$ cat src/rtl/rtc_pkg.sv
// Shared constants, state encoding and digit helper for the RTC BCD field scheduler.
package rtc_pkg;

    localparam int unsigned FLD_SEC    = 0;
    localparam int unsigned FLD_MIN    = 1;
    localparam int unsigned FLD_HOUR   = 2;
    localparam int unsigned FLD_DAY    = 3;
    localparam int unsigned FLD_MONTH  = 4;
    localparam int unsigned FLD_YEAR   = 5;
    localparam int unsigned NUM_FIELDS = 6;

    localparam int unsigned BCD_W = 8;
    // Engine holds hundreds/tens/units digits.
    localparam int unsigned ENG_W = 12;

    typedef enum logic [2:0] {
        StIdle,
        StLoad,
        StShift,
        StStore,
        StDone
    } state_e;

    // Double-dabble correction: a digit of 5 or more would overflow after the shift.
    function automatic logic [3:0] add3(input logic [3:0] d);
        return (d >= 4'd5) ? (d + 4'd3) : d;
    endfunction

endpackage

$ cat src/rtl/dd_serial_engine.sv
// Serial double-dabble converter: one input bit per step, MSB first, into a 3-digit BCD register.
module dd_serial_engine
    import rtc_pkg::*;
#(
    // The 3-bit step counter limits this to at most 8 bits.
    parameter int unsigned BIN_W = 8
) (
    input  logic             clk,
    input  logic             rst_n,
    input  logic             load,
    input  logic             step,
    input  logic [BIN_W-1:0] bin,
    output logic [ENG_W-1:0] bcd,
    output logic             last_step
);

    logic [ENG_W-1:0] bcd_q;
    logic [ENG_W-1:0] adj;
    logic [ENG_W-1:0] bcd_d;
    logic [BIN_W-1:0] bin_q;
    logic [2:0]       cnt_q;

    // Correct every digit, then shift left pulling in the next binary bit.
    always_comb begin
        adj   = {add3(bcd_q[11:8]), add3(bcd_q[7:4]), add3(bcd_q[3:0])};
        bcd_d = 12'({adj, bin_q[BIN_W-1]});
    end

    // Shift register, pending binary bits and step counter.
    always_ff @(posedge clk or negedge rst_n) begin
        if (!rst_n) begin
            bcd_q <= '0;
            bin_q <= '0;
            cnt_q <= '0;
        end else if (load) begin
            bcd_q <= '0;
            bin_q <= bin;
            cnt_q <= '0;
        end else if (step) begin
            bcd_q <= bcd_d;
            bin_q <= {bin_q[BIN_W-2:0], 1'b0};
            cnt_q <= cnt_q + 3'd1;
        end
    end

    assign bcd       = bcd_q;
    assign last_step = step && (cnt_q == 3'(BIN_W - 1));

endmodule

$ cat src/rtl/bcd_field_scheduler.sv
// Converts six RTC fields to packed BCD through one shared serial engine and commits all at once.
module bcd_field_scheduler
    import rtc_pkg::*;
#(
    parameter int unsigned BIN_W      = 8,
    parameter bit          SAT_ON_OVF = 1'b0
) (
    input  logic             clk,
    input  logic             rst_n,
    input  logic             start,
    input  logic [BIN_W-1:0] sec,
    input  logic [BIN_W-1:0] min,
    input  logic [BIN_W-1:0] hour,
    input  logic [BIN_W-1:0] days,
    input  logic [BIN_W-1:0] months,
    input  logic [BIN_W-1:0] years,
    output logic [BCD_W-1:0] sec_bcd,
    output logic [BCD_W-1:0] min_bcd,
    output logic [BCD_W-1:0] hour_bcd,
    output logic [BCD_W-1:0] days_bcd,
    output logic [BCD_W-1:0] months_bcd,
    output logic [BCD_W-1:0] years_bcd,
    output logic [5:0]       ovf,
    output logic             busy,
    output logic             done
);

    localparam int unsigned LAST_IDX = NUM_FIELDS - 1;

    state_e state_q, state_d;

    logic [BIN_W-1:0] fld_in    [NUM_FIELDS];
    logic [BIN_W-1:0] snap_q    [NUM_FIELDS];
    logic [BCD_W-1:0] shadow_q  [NUM_FIELDS];
    logic [BCD_W-1:0] out_q     [NUM_FIELDS];
    logic [5:0]       ovf_shadow_q;
    logic [5:0]       ovf_q;
    logic [2:0]       idx_q;
    logic             pending_q;
    logic             done_q;

    logic             snap_en;
    logic             eng_load;
    logic             eng_step;
    logic             store_en;
    logic             commit_en;
    logic             restart;

    logic [ENG_W-1:0] eng_bcd;
    logic             eng_last;
    logic             hund_nz;
    logic [BCD_W-1:0] store_val;

    assign fld_in[FLD_SEC]   = sec;
    assign fld_in[FLD_MIN]   = min;
    assign fld_in[FLD_HOUR]  = hour;
    assign fld_in[FLD_DAY]   = days;
    assign fld_in[FLD_MONTH] = months;
    assign fld_in[FLD_YEAR]  = years;

    // A start seen during DONE merges with any pending request into one restart.
    assign restart = pending_q || start;

    dd_serial_engine #(
        .BIN_W(BIN_W)
    ) u_engine (
        .clk      (clk),
        .rst_n    (rst_n),
        .load     (eng_load),
        .step     (eng_step),
        .bin      (snap_q[idx_q]),
        .bcd      (eng_bcd),
        .last_step(eng_last)
    );

    // State register.
    always_ff @(posedge clk or negedge rst_n) begin
        if (!rst_n) begin
            state_q <= StIdle;
        end else begin
            state_q <= state_d;
        end
    end

    // Next-state logic.
    always_comb begin
        state_d = state_q;
        unique case (state_q)
            StIdle:  if (start) state_d = StLoad;
            StLoad:  state_d = StShift;
            StShift: if (eng_last) state_d = StStore;
            StStore: state_d = (idx_q == 3'(LAST_IDX)) ? StDone : StLoad;
            StDone:  state_d = restart ? StLoad : StIdle;
            default: state_d = StIdle;
        endcase
    end

    // Control strobes decoded from the current state.
    always_comb begin
        snap_en   = 1'b0;
        eng_load  = 1'b0;
        eng_step  = 1'b0;
        store_en  = 1'b0;
        commit_en = 1'b0;
        busy      = 1'b1;
        unique case (state_q)
            StIdle: begin
                busy    = 1'b0;
                snap_en = start;
            end
            StLoad:  eng_load = 1'b1;
            StShift: eng_step = 1'b1;
            StStore: store_en = 1'b1;
            StDone: begin
                commit_en = 1'b1;
                snap_en   = restart;
            end
            default: busy = 1'b0;
        endcase
    end

    // Overflow handling on the finished engine result.
    always_comb begin
        hund_nz   = (eng_bcd[11:8] != 4'd0);
        store_val = (hund_nz && SAT_ON_OVF) ? 8'h99 : eng_bcd[7:0];
    end

    // Snapshot, shadow results, pending request and committed outputs.
    always_ff @(posedge clk or negedge rst_n) begin
        if (!rst_n) begin
            for (int k = 0; k < NUM_FIELDS; k++) begin
                snap_q[k]   <= '0;
                shadow_q[k] <= '0;
                out_q[k]    <= '0;
            end
            ovf_shadow_q <= '0;
            ovf_q        <= '0;
            idx_q        <= '0;
            pending_q    <= 1'b0;
            done_q       <= 1'b0;
        end else begin
            done_q <= commit_en;

            if (state_q == StDone) begin
                pending_q <= 1'b0;
            end else if (busy && start) begin
                pending_q <= 1'b1;
            end

            if (snap_en) begin
                for (int k = 0; k < NUM_FIELDS; k++) begin
                    snap_q[k] <= fld_in[k];
                end
                idx_q <= '0;
            end else if (store_en && (idx_q != 3'(LAST_IDX))) begin
                idx_q <= idx_q + 3'd1;
            end

            if (store_en) begin
                shadow_q[idx_q]     <= store_val;
                ovf_shadow_q[idx_q] <= hund_nz;
            end

            if (commit_en) begin
                for (int k = 0; k < NUM_FIELDS; k++) begin
                    out_q[k] <= shadow_q[k];
                end
                ovf_q <= ovf_shadow_q;
            end
        end
    end

    assign sec_bcd    = out_q[FLD_SEC];
    assign min_bcd    = out_q[FLD_MIN];
    assign hour_bcd   = out_q[FLD_HOUR];
    assign days_bcd   = out_q[FLD_DAY];
    assign months_bcd = out_q[FLD_MONTH];
    assign years_bcd  = out_q[FLD_YEAR];
    assign ovf        = ovf_q;
    assign done       = done_q;

endmodule

$ cat config.mk
export PLATFORM = sky130hd
export DESIGN_NAME = bcd_field_scheduler
export DESIGN_NICKNAME = d
export VERILOG_FILES = /design/src/rtl/rtc_pkg.sv /design/src/rtl/dd_serial_engine.sv /design/src/rtl/bcd_field_scheduler.sv
export SDC_FILE = /design/constraint.sdc
export NUM_CORES = 1
export LEC_CHECK = 0
export BUFFER_PORTS_ARGS = -buffer_cell sky130_fd_sc_hd__buf_2
export CORE_ASPECT_RATIO = 0.5
export CORE_MARGIN = 4
export CORE_UTILIZATION = 60
export DETAILED_ROUTE_END_ITERATION = 8
export PLACE_DENSITY = 0.92
export REMOVE_ABC_BUFFERS = 1
export SYNTH_ARGS = -nofsm -noshare
export SYNTH_HDL_FRONTEND = slang
export SYNTH_SLANG_ARGS = --single-unit
$ cat constraint.sdc
create_clock -name clk -period 4.09 [get_ports clk]
set_clock_uncertainty 0.2 [all_clocks]
set_input_delay 0 -clock clk [delete_from_list [all_inputs] [get_ports clk]]
set_output_delay 0 -clock clk [all_outputs]
set_load 0.01 [all_outputs]
== Word-level counts from Yosys, hierarchy flattened ==
Index checks and enable logic that the tools add are counted.
Storage, ports and cells
  output and inout port bits: 56
  register bits after elaboration: 187
  word-level logic and storage cells: 95
Cells by class
  eq/ne operators: 9
  $add $sub $neg: 5
  magnitude comparators: 7
  reductions and logical operators: 13
  mux-type cells: 33
  bitwise operators: 1
Operators with widths (count)
  $bwmux W48: 1
  $mux W8: 5
  $bmux W8 S3: 1
  $demux W8 S3: 1
  $mux W12: 2
  $mux W3: 8
  $pmux W3 S5: 1
  $ge A4 B3 Y1 const B: 3
  $eq A3 B3 Y1 const B: 3
  $mux W1: 9
  $add A4 B2 Y4 const B: 2
  $mux W4: 2
  $add A3 B1 Y3 const B: 2
  $bwmux W6: 1
  $eq A3 B2 Y1 const B: 2
  $reduce_bool A2 Y1: 3
  $logic_and A1 B1 Y1: 5
  $ge A4 B4 Y1 const B: 1
  $lt A3 B4 Y1 const B: 1
  $lt A4 B1 Y1 const B: 1
  $ne A2 B2 Y1 const B: 2
  $not A3 Y4: 1
  $reduce_bool A4 Y1: 1
  $reduce_or A4 Y1: 1
  other kinds (9): 9

== Logic depth before layout (Yosys ltp) ==
  word-level depth: 6
  mapped depth: 7
  depth with buffers taken out: 6

== Hierarchy ==
A second synthesis with hierarchy kept.
Unflattened totals
  cell total of the unflattened synthesis: 560
  area total of the unflattened synthesis: 8082.8 um2
By module, submodules not included
  bcd_field_scheduler: instances 1, seq. area each 4103.9 um2, area an instance 6816.5 um2, cells each 431
  dd_serial_engine: instances 1, seq. area each 575.6 um2, area an instance 1266.2 um2, cells each 129

== Worst setup path after synthesis ==
No wires, ideal clock.
  path type: reg2reg
  start: reg state_q[1]
  end: reg out_q (netlist bit days_bcd[0])
  buffers on the path: 3
  arrival time: 1.457 ns
  cell stages (with the launch flop): 7
  slack: 2.308 ns
  period minus slack after synthesis: 1.782 ns
  data required time: 3.765 ns
  cell sequence: dfrtp_1 buf_4 nor2_1 and2_1 buf_6 buf_6 mux2_4
Between the ends
  longest elaborated chain between the ends: 2
RTL lines
  start, declared: RTL line bcd_field_scheduler.sv:30  | state_e state_q, state_d;
  start signal, assigned: RTL line bcd_field_scheduler.sv:79  | state_q <= StIdle;
  start signal, assigned: RTL line bcd_field_scheduler.sv:81  | state_q <= state_d;
  $eq A3 B3 Y1: RTL line bcd_field_scheduler.sv:106  | unique case (state_q)
  $mux W1: RTL line bcd_field_scheduler.sv:106
  end signal, assigned by index: RTL line bcd_field_scheduler.sv:166  | out_q[k] <= shadow_q[k];
  end, declared: RTL line bcd_field_scheduler.sv:35  | logic [BCD_W-1:0] out_q [NUM_FIELDS];
No other way between the ends.
A chain may end at the register's enable or synchronous reset.

== Final worst setup path ==
  start: reg state_q[2]
  end: reg out_q (netlist bit hour_bcd[6])
Same word-level chain as after synthesis.

==> run summary <==
status = completed
Syn Std Cell Area = 8043 um2
Die Y-Extent = 89.87 um
#FFs+latches synth = 187
register share of total power = 0.459
post-layout min period = 2.484 ns
Initial Utilization = 0.6244
CP Cell Sequence = and2_4, mux2_2
drt total wl = 16930 um
CP bufs+invs = 0
cell count after synthesis = 569
nets = 776
# rows = 29
Setup WS post-layout = 1.606 ns
top-count cell post-synth = dfrtp_1
H-tree Lvls = 4
Highest Clock Rate = 402.6 MHz
Die X = 171.7 um
remaining antenna violation count = 0
Worst slew margin = 0.3519
Static Leakage = 4.754 nW
pre-CTS setup slack = 1.653 ns
Crit path required time = 4.20 ns
Top FF cell, synth = dfrtp_1
cell taking the most area after synthesis = dfrtp_1
initial antenna violation count = 0
Reg area = 4681 um2
critical path startpoint = state_q[2]$_DFFE_PN0P_
vias in the first global route = 5386
CTS clock-pin slew for the worst setup and hold paths = 0.08 ns
Synth async-reset ratio = 1.000
PD cells = 602.2 nW/um2
clk sinks = 187
worst reg2reg path depth = 2
max incr delay on CP = 0.89 ns
CTS resizes = 0
VDD IR-drop max = 0.3523 mV
switching power = 1.983 mW
first-pass GRT wire length = 27780 um
initial DRC count = 366
CP Class = flop to flop
Max FO, Critical Path = 56
worst-margin pin slew = 0.9721 ns
yosys warns = 0
GR Util met1 = 0.2975
root buffer cell = clkbuf_16
routed len/inst = 18.87 um
TritonCTS clock tree = done
drt drc = 0
Worst setup SP type = flop
Antenna Cells = 0
worst path arrival time = 2.60 ns
overall power = 5.852 mW
CP max stage cell = and2_4
final global-route overflow total = 0
DP HPWL = 10320 um
commonest cells in the synthesized netlist = 187 x dfrtp_1, 77 x mux2_2, 44 x mux2_4
M2 GR Usage = 0.3836
I/O Buffers = 106
die area = 15430 um2
Most Crowded Layer GR = met2
area taken by multi-input logic gates = 3117 um2
Crit. End Element = flop
Tcrit/Tclk final = 0.6073
met3 Use GR = 0.03812
worst setup path end = hour_bcd[6]$_DFFE_PN0N_
R2R Setup Slk = 1.61 ns
Synth top area share = 0.5818
ratio of cells with drive above 1 in the final layout = 0.3865
sw frac = 0.3389
area grow syn2layout = 20.82%
setup TNS = 0 ns
clock buffer depth = 2
Synth area leaders = dfrtp_1 58%, mux2_2 11%, mux2_4 8.2%
clock share of power = 0.285
sequential fraction of the synthesis area = 0.5818
Crit Reg-Reg Endpoint = hour_bcd[6]$_DFFE_PN0N_
unrepaired setup endpoints after global routing = no
DR vias = 5033
Crit path depth = 2
largest net degree at the start of global routing = 123
gpl congestion = 0.7887
Worst-Skew Late Latency = 0.43 ns
gr usage total = 0.2251
via/cell ratio = 5.611
crit-path leading delay family = simple AND/OR/NAND/NOR gates
IO Pins = 107
Yosys cell types = 50
drt first pass iters = 4
Final Hold Fails = 0
Int Pwr = 3.869 mW
EDFF count, synth = 0
fin. max-slew vios = 0
MaxCap Viol Count = 0
Fillers = 747
core area = 12880 um2
Synth Area per Inst = 14.13 um2
type of the worst min-delay path = input pin to async pin
Logic pwr share = 0.256
Final Setup Violations = 0
number of CTS-inserted buffers = 17
R2R Path Start = state_q[2]$_DFFE_PN0P_
-- area by class of cell --
cell class | count | area share
clock buffer | 17 | 0.04378
multi-input combinational | 341 | 0.3208
clock inverter | 15 | 0.01931
inverter | 8 | 0.003219
timing repair buffer | 159 | 0.1093
sequential | 187 | 0.4817
tap | 170 | 0.02189
-- registers in the layout, indices dropped and copies added, names as in the netlist, 8 cells and up --
signal and flops:
u_engine.bin_q 8, days_bcd 8, min_bcd 8, months_bcd 8
u_engine.bcd 12, sec_bcd 8, snap_q 48, shadow_q 48
years_bcd 8, hour_bcd 8
-- per-stage QoR --
step / hold WS [ns] / cell area, um2 / cells / utilization
final: 0.05325 / 9717 / 897 / 0.7543
after global routing: 0.1308 / 9717 / 897 / 0.7543
after CTS: 0.1058 / 9717 / 897 / 0.7543
after detailed placement: -0.0002222 / 8603 / 815 / 0.6679
after global placement: -0.009238 / 8603 / 815 / 0.6679
after floorplan: -0.4956 / 7825 / 536 / -
-- worst min path at each step --
stage	slack (ns)	start	endpoint	depth (start not counted)
final	0.05	rst_n	snap_q[24]$_DFFE_PN0P_	2
after global routing	0.13	sec[3]	snap_q[43]$_DFFE_PN0P_	3
after CTS	0.11	rst_n	snap_q[24]$_DFFE_PN0P_	2
after detailed placement	-0.0002	rst_n	snap_q[40]$_DFFE_PN0P_	1
after global placement	-0.009	rst_n	snap_q[40]$_DFFE_PN0P_	1
after floorplan	-0.50	rst_n	days_bcd[0]$_DFFE_PN0N_	0
-- kinds of logic (layout without fill, tap and decap cells) --
group	Yosys count	after routing	share of synthesized area
buf+inv	41	199	0.03096
flops	187	187	0.5818
compound gates	81	81	0.06285
fa+ha+maj	11	11	0.01711
xor+xnor	7	7	0.007623
mux	164	164	0.2460
simple gates	78	78	0.05368
-- power groups by stage --
stage	logic, mW	registers (mW)	clock network, mW
global placement	1.36	2.66	0
global route	1.65	2.74	1.77
finish	1.50	2.69	1.67
CTS	1.49	2.67	1.67
detailed placement	1.44	2.70	0
floorplan	1.11	2.57	0
-- placed cells by master, fill, tap and decap left out, types with 3 or more instances in the layout --
cell type	instances
xnor2_1	5
dlygate4sd3_1	50
o21ai_0	28
nor2_1	16
nor2b_1	3
buf_2	105
clkbuf_16	17
buf_4	3
mux2_2	77
o21ai_1	4
o31ai_1	8
nand3_2	3
mux2_1	16
mux2_4	44
ha_1	11
inv_6	4
clkinv_8	6
nand2_1	32
o22ai_1	10
o32ai_1	3
a22o_1	5
dfrtp_1	186
nand2b_1	5
mux2i_1	27
a21oi_1	15
inv_1	5
-- per-layer routing --
layer	part of all wire	vias up	routed length, um
li1	-	2317	-
met1	0.43	2575	7337
met2	0.51	122	8704
met3	0.039	19	652
met4	0.014	0	231
met5	0	-	0
-- timing repair --
action / CTS / global route
setup buffers: 0 / 0
endpoints found under the hold margin: 170 / 0
hold buffers: 50 / 0
Note: power is estimated with default switching activity, not from simulation.
